File: config.mk
export PLATFORM = sky130hd
export DESIGN_NAME = seven_segment_monitor
export DESIGN_NICKNAME = d
export VERILOG_FILES = /design/src/rtl/seg7_pkg.sv /design/src/rtl/seg7_decode.sv /design/src/rtl/seven_segment_monitor.sv
export SDC_FILE = /design/constraint.sdc
export NUM_CORES = 1
export LEC_CHECK = 0
export ABC_AREA = 1
export BUFFER_PORTS_ARGS = -buffer_cell sky130_fd_sc_hd__buf_4
export CAP_MARGIN = 20
export CORE_MARGIN = 2
export CORE_UTILIZATION = 32
export CTS_CLUSTER_SIZE = 30
export DETAILED_ROUTE_END_ITERATION = 10
export SYNTH_ARGS = -nofsm -noshare
export SYNTH_HDL_FRONTEND = slang
export SYNTH_SLANG_ARGS = --single-unit
File: constraint.sdc
create_clock -name clk -period 5.7 [get_ports clk]
set_input_delay 1.71 -clock clk [delete_from_list [all_inputs] [get_ports clk]]
set_output_delay 1.71 -clock clk [all_outputs]
set_load 0.05 [all_outputs]
File: src/rtl/seg7_pkg.sv
// rtl/seg7_pkg.sv - seven-segment pattern constants and decode helper
package seg7_pkg;

    localparam int SEG_W = 7;

    // Bit position of each segment on the bus {g,f,e,d,c,b,a}
    typedef enum logic [2:0] {
        SEG_A = 3'd0,
        SEG_B = 3'd1,
        SEG_C = 3'd2,
        SEG_D = 3'd3,
        SEG_E = 3'd4,
        SEG_F = 3'd5,
        SEG_G = 3'd6
    } seg_bit_e;

    localparam logic [SEG_W-1:0] SEG_0 = 7'h3F;
    localparam logic [SEG_W-1:0] SEG_1 = 7'h06;
    localparam logic [SEG_W-1:0] SEG_2 = 7'h5B;
    localparam logic [SEG_W-1:0] SEG_3 = 7'h4F;
    localparam logic [SEG_W-1:0] SEG_4 = 7'h66;
    localparam logic [SEG_W-1:0] SEG_5 = 7'h6D;
    localparam logic [SEG_W-1:0] SEG_6 = 7'h7D;
    localparam logic [SEG_W-1:0] SEG_7 = 7'h07;
    localparam logic [SEG_W-1:0] SEG_8 = 7'h7F;
    localparam logic [SEG_W-1:0] SEG_9 = 7'h6F;

    typedef struct packed {
        logic       legal;
        logic [3:0] digit;
    } seg_decode_t;

    // Inverse of the seg7 encoder; anything off-table is reported illegal with digit 0
    function automatic seg_decode_t pattern_to_digit(input logic [SEG_W-1:0] pat);
        seg_decode_t r;
        r.legal = 1'b1;
        r.digit = 4'd0;
        case (pat)
            SEG_0:   r.digit = 4'd0;
            SEG_1:   r.digit = 4'd1;
            SEG_2:   r.digit = 4'd2;
            SEG_3:   r.digit = 4'd3;
            SEG_4:   r.digit = 4'd4;
            SEG_5:   r.digit = 4'd5;
            SEG_6:   r.digit = 4'd6;
            SEG_7:   r.digit = 4'd7;
            SEG_8:   r.digit = 4'd8;
            SEG_9:   r.digit = 4'd9;
            default: r.legal = 1'b0;
        endcase
        return r;
    endfunction

endpackage

File: src/rtl/seg7_decode.sv
// rtl/seg7_decode.sv - combinational seven-segment to BCD decoder
module seg7_decode
    import seg7_pkg::*;
(
    input  logic [SEG_W-1:0] pattern,
    output logic             legal,
    output logic [3:0]       digit
);

    seg_decode_t dec;

    // Pure table lookup shared with the package so encoder and decoder cannot drift
    always_comb begin
        dec   = pattern_to_digit(pattern);
        legal = dec.legal;
        digit = dec.digit;
    end

endmodule

File: src/rtl/seven_segment_monitor.sv
// rtl/seven_segment_monitor.sv - filters, decodes and checks a seven-segment seconds display
module seven_segment_monitor
    import seg7_pkg::*;
#(
    parameter int MAX_COUNT     = 10_000_000,
    parameter int STABLE_CYCLES = 4,
    parameter int PERIOD_TOL    = 16,
    parameter int PERIOD_W      = 24
) (
    input  logic                clk,
    input  logic                rst_n,
    input  logic [SEG_W-1:0]    seg_in,
    output logic [3:0]          digit,
    output logic                digit_valid,
    output logic                new_digit,
    output logic [PERIOD_W-1:0] period,
    output logic                period_valid,
    output logic                pattern_err,
    output logic                step_err,
    output logic                period_err,
    output logic [7:0]          err_count
);

    localparam logic [PERIOD_W-1:0] CNT_MAX      = '1;
    localparam logic [PERIOD_W-1:0] PERIOD_NOM   = PERIOD_W'(MAX_COUNT + 1);
    localparam logic [PERIOD_W-1:0] PERIOD_TOL_W = PERIOD_W'(PERIOD_TOL);
    localparam logic [7:0]          STAB_TGT     = 8'(STABLE_CYCLES);

    logic                rst_meta_n, rst_int_n;
    logic [SEG_W-1:0]    seg_meta, seg_sync, seg_last, seg_acc;
    logic [7:0]          stab_cnt;
    logic                dec_legal;
    logic [3:0]          dec_digit;
    logic [3:0]          prev_digit, prev_succ;
    logic                have_prev, have_change;
    logic [PERIOD_W-1:0] count, period_meas, period_dev;
    logic                accept, pat_bad, changed, step_bad, report, period_bad;
    logic [1:0]          err_inc;
    logic [8:0]          err_sum;
    logic [7:0]          err_next;

    // Reset asserts immediately but is released on a clock edge
    always_ff @(posedge clk or negedge rst_n) begin
        if (!rst_n) begin
            rst_meta_n <= 1'b0;
            rst_int_n  <= 1'b0;
        end else begin
            rst_meta_n <= 1'b1;
            rst_int_n  <= rst_meta_n;
        end
    end

    // Two-flop synchronizer followed by a run-length count of identical samples
    always_ff @(posedge clk or negedge rst_int_n) begin
        if (!rst_int_n) begin
            seg_meta <= '0;
            seg_sync <= '0;
            seg_last <= '0;
            stab_cnt <= '0;
        end else begin
            seg_meta <= seg_in;
            seg_sync <= seg_meta;
            seg_last <= seg_sync;
            if (seg_sync != seg_last)
                stab_cnt <= 8'd1;
            else if (stab_cnt != 8'hFF)
                stab_cnt <= stab_cnt + 8'd1;
        end
    end

    seg7_decode u_decode (
        .pattern (seg_last),
        .legal   (dec_legal),
        .digit   (dec_digit)
    );

    // Accept decisions: a run just reached the threshold on a pattern we do not already hold
    assign accept    = (stab_cnt == STAB_TGT) && (seg_last != seg_acc);
    assign pat_bad   = accept && !dec_legal;
    assign prev_succ = (prev_digit == 4'd9) ? 4'd0 : prev_digit + 4'd1;
    assign changed   = accept && dec_legal && have_prev && (dec_digit != prev_digit);
    assign step_bad  = changed && (dec_digit != prev_succ);
    // The first change after reset has no trustworthy start point, so it is not reported
    assign report    = changed && have_change;

    // A saturated counter reports all-ones and is always out of tolerance
    assign period_meas = (count == CNT_MAX) ? CNT_MAX : count + PERIOD_W'(1);
    assign period_dev  = (period_meas > PERIOD_NOM) ? period_meas - PERIOD_NOM
                                                    : PERIOD_NOM - period_meas;
    assign period_bad  = report && ((count == CNT_MAX) || (period_dev > PERIOD_TOL_W));

    assign err_inc  = 2'(pat_bad) + 2'(step_bad) + 2'(period_bad);
    assign err_sum  = {1'b0, err_count} + {7'd0, err_inc};
    assign err_next = err_sum[8] ? 8'hFF : err_sum[7:0];

    // Registered digit tracking, sequence/period checks and error accounting
    always_ff @(posedge clk or negedge rst_int_n) begin
        if (!rst_int_n) begin
            seg_acc      <= '0;
            digit        <= '0;
            digit_valid  <= 1'b0;
            prev_digit   <= '0;
            have_prev    <= 1'b0;
            have_change  <= 1'b0;
            count        <= '0;
            new_digit    <= 1'b0;
            period       <= '0;
            period_valid <= 1'b0;
            pattern_err  <= 1'b0;
            step_err     <= 1'b0;
            period_err   <= 1'b0;
            err_count    <= '0;
        end else begin
            new_digit    <= changed;
            period_valid <= report;
            pattern_err  <= pat_bad;
            step_err     <= step_bad;
            period_err   <= period_bad;
            err_count    <= err_next;

            if (accept)
                seg_acc <= seg_last;
            if (pat_bad)
                digit_valid <= 1'b0;
            if (accept && dec_legal) begin
                digit       <= dec_digit;
                digit_valid <= 1'b1;
                prev_digit  <= dec_digit;
                have_prev   <= 1'b1;
            end
            if (report)
                period <= period_meas;

            if (changed) begin
                have_change <= 1'b1;
                count       <= '0;
            end else if (accept && dec_legal && !have_prev) begin
                count <= '0;
            end else if (have_prev && count != CNT_MAX) begin
                count <= count + PERIOD_W'(1);
            end
        end
    end

endmodule

# [Word level (Yosys, flattened, before mapping)]
# Index checks and enable logic that the tools add are counted.
# Widths: inputs -> output; s select.
[totals] register_bits=106 inputBits=9
[op_classes] add_sub_neg=8 order_cmp=2 n_eq_ne=19 muxes=13 n_reduce_logical=17
[op_table] operator="$mux 24" n=5
[op_table] operator="$eq 7x7->1 const B" n=7
[op_table] operator="$pmux 4 s9" n=1
[op_table] operator="$add 24x1->24 const B" n=1
[op_table] operator="$eq 24x24->1 const B" n=1
[op_table] operator="$gt 24x24->1 const B" n=1
[op_table] operator="$gt 24x5->1 const B" n=1
[op_table] operator="$mux 8" n=3
[op_table] operator="$ne 24x24->1 const B" n=1
[op_table] operator="$sub 24x24->24 const A" n=1
[op_table] operator="$sub 24x24->24 const B" n=1
[op_table] operator="$eq 7x3->1 const B" n=2
[op_table] operator="$ne 7x7->1" n=2
[op_table] operator="$logic_and 1x1->1" n=10
[op_table] operator="$reduce_or 10->1" n=1
[op_table] operator="$add 8x2->9" n=1
[op_table] operator="$add 8x1->8 const B" n=1
[op_table] operator="$eq 8x3->1 const B" n=1
[op_table] operator="$ne 4x4->1" n=2
[op_table] operator="$ne 8x8->1 const B" n=1
[op_table] operator="$eq 7x6->1 const B" n=1
[op_table] operator="$add 4x1->4 const B" n=1
[op_table] operator="$eq 4x4->1 const B" n=1
[op_table] operator="$mux 4" n=1
[op_table] operator="other kinds (7)" n=11

# [Depth between registers and ports, before layout]
[depth] depth_word=11 depth_mapped=32 mapped_depth_nobuf=32

# [Cells and area by module]
# Synthesis repeated with hierarchy kept, for this count alone.
[unflattened] cells_unflattened=972 area_unflattened_um2=6839.1
[modules_own_cells] module="seven_segment_monitor" instances=1 cells_per_inst=921 area_per_inst_um2=6606.3 seq_area_each_um2=2652.5
[modules_own_cells] module="seg7_decode" instances=1 cells_per_inst=51 area_per_inst_um2=232.7 seq_area_each_um2=0.0

# [Worst setup path before layout]
# Ideal clock, no wire load.
[synth_timing] path_kind="register to register" from="register count[0]" to="register err_count[2]" arrival_ns=4.004 t_required_ns=5.566 slack_ns=1.562 stages_incl_launch_ff=30 period_less_slack_ns=4.138 cell_sequence="dfrtp_1 ha_1 nand2_2 nor2_4 nand2_2 nor2_4 nand2_4 buf_6 nand3_2 nor2_1 nand2_1 nor2_1 nor2_2 nand3_4 nand2_4 buf_6 nand2_1 nand3_1 nand2_1 nor2_1 nand3_1 nor2_1 nor2_1 fa_1 ha_1 fa_1 nand2_1 inv_1 nand3_1 o21ai_0"
[synth_between] elab_chain_cells=10
[synth_rtl] item="start, declared" line_no="seven_segment_monitor.sv:36" text="logic [PERIOD_W-1:0] count, period_meas, period_dev;"
[synth_rtl] item="start signal, assigned" line_no="seven_segment_monitor.sv:140" text="count <= count + PERIOD_W'(1);"
[synth_rtl] item="$add 24x1->24 or $eq 24x24->1 (tied branches)" line_no="seven_segment_monitor.sv:87, seven_segment_monitor.sv:90"
[synth_rtl] item="$mux 24" line_no="seven_segment_monitor.sv:87" text="assign period_meas = (count == CNT_MAX) ? CNT_MAX : count + PERIOD_W'(1);"
[synth_rtl] item="$sub 24x24->24 (tied with other cells)" line_no="seven_segment_monitor.sv:89" text=": PERIOD_NOM - period_meas;"
[synth_rtl] item="$mux 24" line_no="seven_segment_monitor.sv:88" text="assign period_dev = (period_meas > PERIOD_NOM) ? period_meas - PERIOD_NOM"
[synth_rtl] item="$gt 24x5->1" line_no="seven_segment_monitor.sv:90" text="assign period_bad = report && ((count == CNT_MAX) || (period_dev > PERIOD_TOL_W));"
[synth_rtl] item="$logic_or 1x1->1 (*)" line_no="seven_segment_monitor.sv:90"
[synth_rtl] item="$logic_and 1x1->1 (*)" line_no="seven_segment_monitor.sv:90"
[synth_rtl] item="net period_bad" line_no="seven_segment_monitor.sv:37" text="logic accept, pat_bad, changed, step_bad, report, period_bad;"
[synth_rtl] item="$add 2x1->2 (*)" line_no="seven_segment_monitor.sv:92" text="assign err_inc = 2'(pat_bad) + 2'(step_bad) + 2'(period_bad);"
[synth_rtl] item="$add 8x2->9 (*)" line_no="seven_segment_monitor.sv:93" text="assign err_sum = {1'b0, err_count} + {7'd0, err_inc};"
[synth_rtl] item="$mux 8 (*)" line_no="seven_segment_monitor.sv:94" text="assign err_next = err_sum[8] ? 8'hFF : err_sum[7:0];"
[synth_rtl] item="net err_next[2]" line_no="seven_segment_monitor.sv:40" text="logic [7:0] err_next;"
[synth_rtl] item="end signal, assigned" line_no="seven_segment_monitor.sv:119" text="err_count <= err_next;"
[synth_rtl] item="end, declared" line_no="seven_segment_monitor.sv:21" text="output logic [7:0] err_count"
# Mark *: on every way through the listed nets, which the timed path passes. The rest lies on a longest branch.
# A chain may end at the register's enable or synchronous reset.

# [Worst setup path in the final report]
# Ends and elaborated chain as after synthesis.

==> flow_summary.yaml <==
clocking:
  clock_latency_ns: 0.37
  cts-resized-gates: 0
  cts_buffer_depth: 2
  cts_tree: "yes"
  numCtsBuffers: 9
  clk_pin_slew_ns: 0.08
  hold_buffers: 0
  htree_num_levels: 3
  cts-root-buf: "clkbuf_16"
  cts.sinks: 106
  postCtsSetupBuffers: 0
final_layout:
  final_cell_mix: "306 x nand2_1, 122 x nor2_1, 105 x dfrtp_1"
  syn_to_final_growth_pct: 14.4
  n_antenna_cell: 0
  layout-drive-gt1-share_pct: 11.5
  nets: 1023
  layout_commonest_cell: "nand2_1"
  finish.utilization_pct: 37.5
yosys:
  synth-main-ff-cell: "dfrtp_1"
  synth-xor-area-share_pct: 3.55
  synthAdderAreaFrac_pct: 1.54
  synth_cell_type_count: 39
  synth.area.mux_share_pct: 0
  syn_area_sq_um: 6660
  yosysWarnings: 0
  syn_avg_cell_area_sq_um: 6.93
  synth_seq_cells: 106
  syn_nets: 977
  syn_inst: 961
  synth-simple-area-share_pct: 39.4
  async_flop_share_pct: 100
  synth_edf_count: 0
  seq_area_frac_synth_pct: 39.8
  synth_compound_area_share_pct: 8.04
  synth_top_family_by_area: "simple AND/OR/NAND/NOR gates"
drt:
  routedWlPerCell_um: 13.7
  viasPerCell: 4.85
  drtIter0Drc: 473
  highest_layer: "met4"
  drc_errors: 0
  wl_met2_um: 7790
  via_count: 6217
  wl_met1_um: 8530
  drt-total-wl_um: 17500
  dr_wl_met3_um: 860
  drt_pre_antenna_iters: 5
  postRouteAntennaNets: 0
worst_setup_path:
  crit_slowest_cell: "fa_1"
  crit_buf_inv: 2
  cp.required_ns: 5.94
  crit_fanout: 35
  setup.worst_path.start_class: "flop"
  cp_top_family: "simple AND/OR/NAND/NOR gates"
  crit_path_frequent_cell: "nand2_1"
  cp_data_arrival_time_ns: 5.45
  max_stage_delay_ns: 0.48
  endpoint_kind: "flop"
  worstSetupPathType: "flop to flop"
sta:
  setup_violations: 0
  fin_crit_ns: 5.22
  relSlewSlack_pct: 44.6
  fin_crit_sh_pct: 91.5
  fmax_ghz: 0.192
  fin_setup_tns_ns: 0
  rsz0062_at_grt: "no"
  finalHoldViolations: 0
  worst_pin_slew_ns: 0.830
  fin_worst_skew_ns: 0.0163
  slew_violations: 0
place:
  io_buffers: 50
  place_hpwl_um: 13600
  place_congestion: 0.949
grt:
  antenna_found_initial: 0
  grt_max_degree: 66
  grt_pass1_wl_um: 29400
  grt_overflow: 0
  grt_use_total_pct: 16.6
  grt_pass1_vias: 5920
floorplan:
  ioPinCount: 51
  floorplan.initialDensity_pct: 32.8
  row_count: 52
  die-area_sq_um: 22000
  core_sq_um: 20300
  die_h_um: 148
  die_x_um: 148
power_and_ir_drop:
  ir_drop_mv: 0.135
  power.density_nw_per_um2: 191
  p_leak_nw: 3.88
outcome:
  status: "complete, no violations"
min_path:
  min_path_type: "flop to async pin"
run:
  maxCapViolations: 0
[worst paths after layout]
path,from,end,slack (ns),cells after the start
max reg2reg,count[0],err_count[2],0.48,27
min,rst_int_n,err_count[0],0.30,0
min reg2reg,rst_int_n,err_count[0],0.30,0
max,count[0],err_count[2],0.48,27
max in group asynchronous,rst_int_n,period[18],4.18,1
min in group clk,seg_meta[0],seg_sync[0],0.35,0
[metal layers]
layer | GRT usage [%] | up-vias
met5 | 0 | -
met3 | 3.07 | 29
met2 | 26.1 | 166
met4 | 4.52 | 0
met1 | 23.4 | 2865
li1 | - | 3157
[final cells by class]
class	count	area, sq um
clock buffer	9	225
inverter	105	394
sequential	106	2660
multi-input combinational	731	3510
timing repair buffer	54	405
fill	2224	12700
clock inverter	7	88.8
tap	270	338
[stage by stage]
stage | power, mW | cells | worst slack [ns] | hold slack, ns | area (sq um)
after floorplan | 0.804 | 961 | 1.56 | 0.331 | 6660
after global placement | 0.817 | 1266 | 0.598 | 0.322 | 7300
after detailed placement | 0.818 | 1266 | 0.531 | 0.323 | 7300
after CTS | 1.48 | 1282 | 0.539 | 0.332 | 7610
after global routing | 1.53 | 1282 | 0.0676 | 0.358 | 7610
final | 1.46 | 1282 | 0.482 | 0.301 | 7610
[registers in the layout, indices dropped and copies added (netlist names)]
name and cells:
period_err 1, seg_acc 7, step_err 1, seg_meta 7
seg_last 7, seg_sync 7, count 24, new_digit 1
stab_cnt 8, have_prev 1, rst_meta_n 1, prev_digit 4
rst_int_n 1, period_valid 1, err_count 8, pattern_err 1
digit_valid 1, period 24, have_change 1
[logic make-up (layout without fill, tap and decap cells)]
group,after synthesis,after routing
and+or+nand+nor,595,595
buffers and inverters,124,175
DFF,106,106
adders and majority gates,7,7
AOI/OAI and AO/OA,101,101
other,1,1
xor gates and xnor gates,27,27
[power by group]
group	total, mW	internal [mW]	switching (mW)
clock	0.656	0.319	0.337
sequential	0.772	0.760	0.0122
combinational	0.0293	0.0103	0.0190
total	1.46	1.09	0.368
[Yosys cell counts, drive strengths merged, types with 5 or more instances]
cell type	count	share of area, %
nor3	22	1.7
inv	104	5.9
xor2	21	2.8
buf	6	0.86
nand4	16	1.5
nor2	141	9.1
a21oi	38	2.9
xnor2	6	0.79
nand2	315	18
ha	5	0.94
dfrtp	106	40
o21ai	52	3.9
clkbuf	13	0.73
nand3	92	7.9
(Power assumes the default switching activity.)
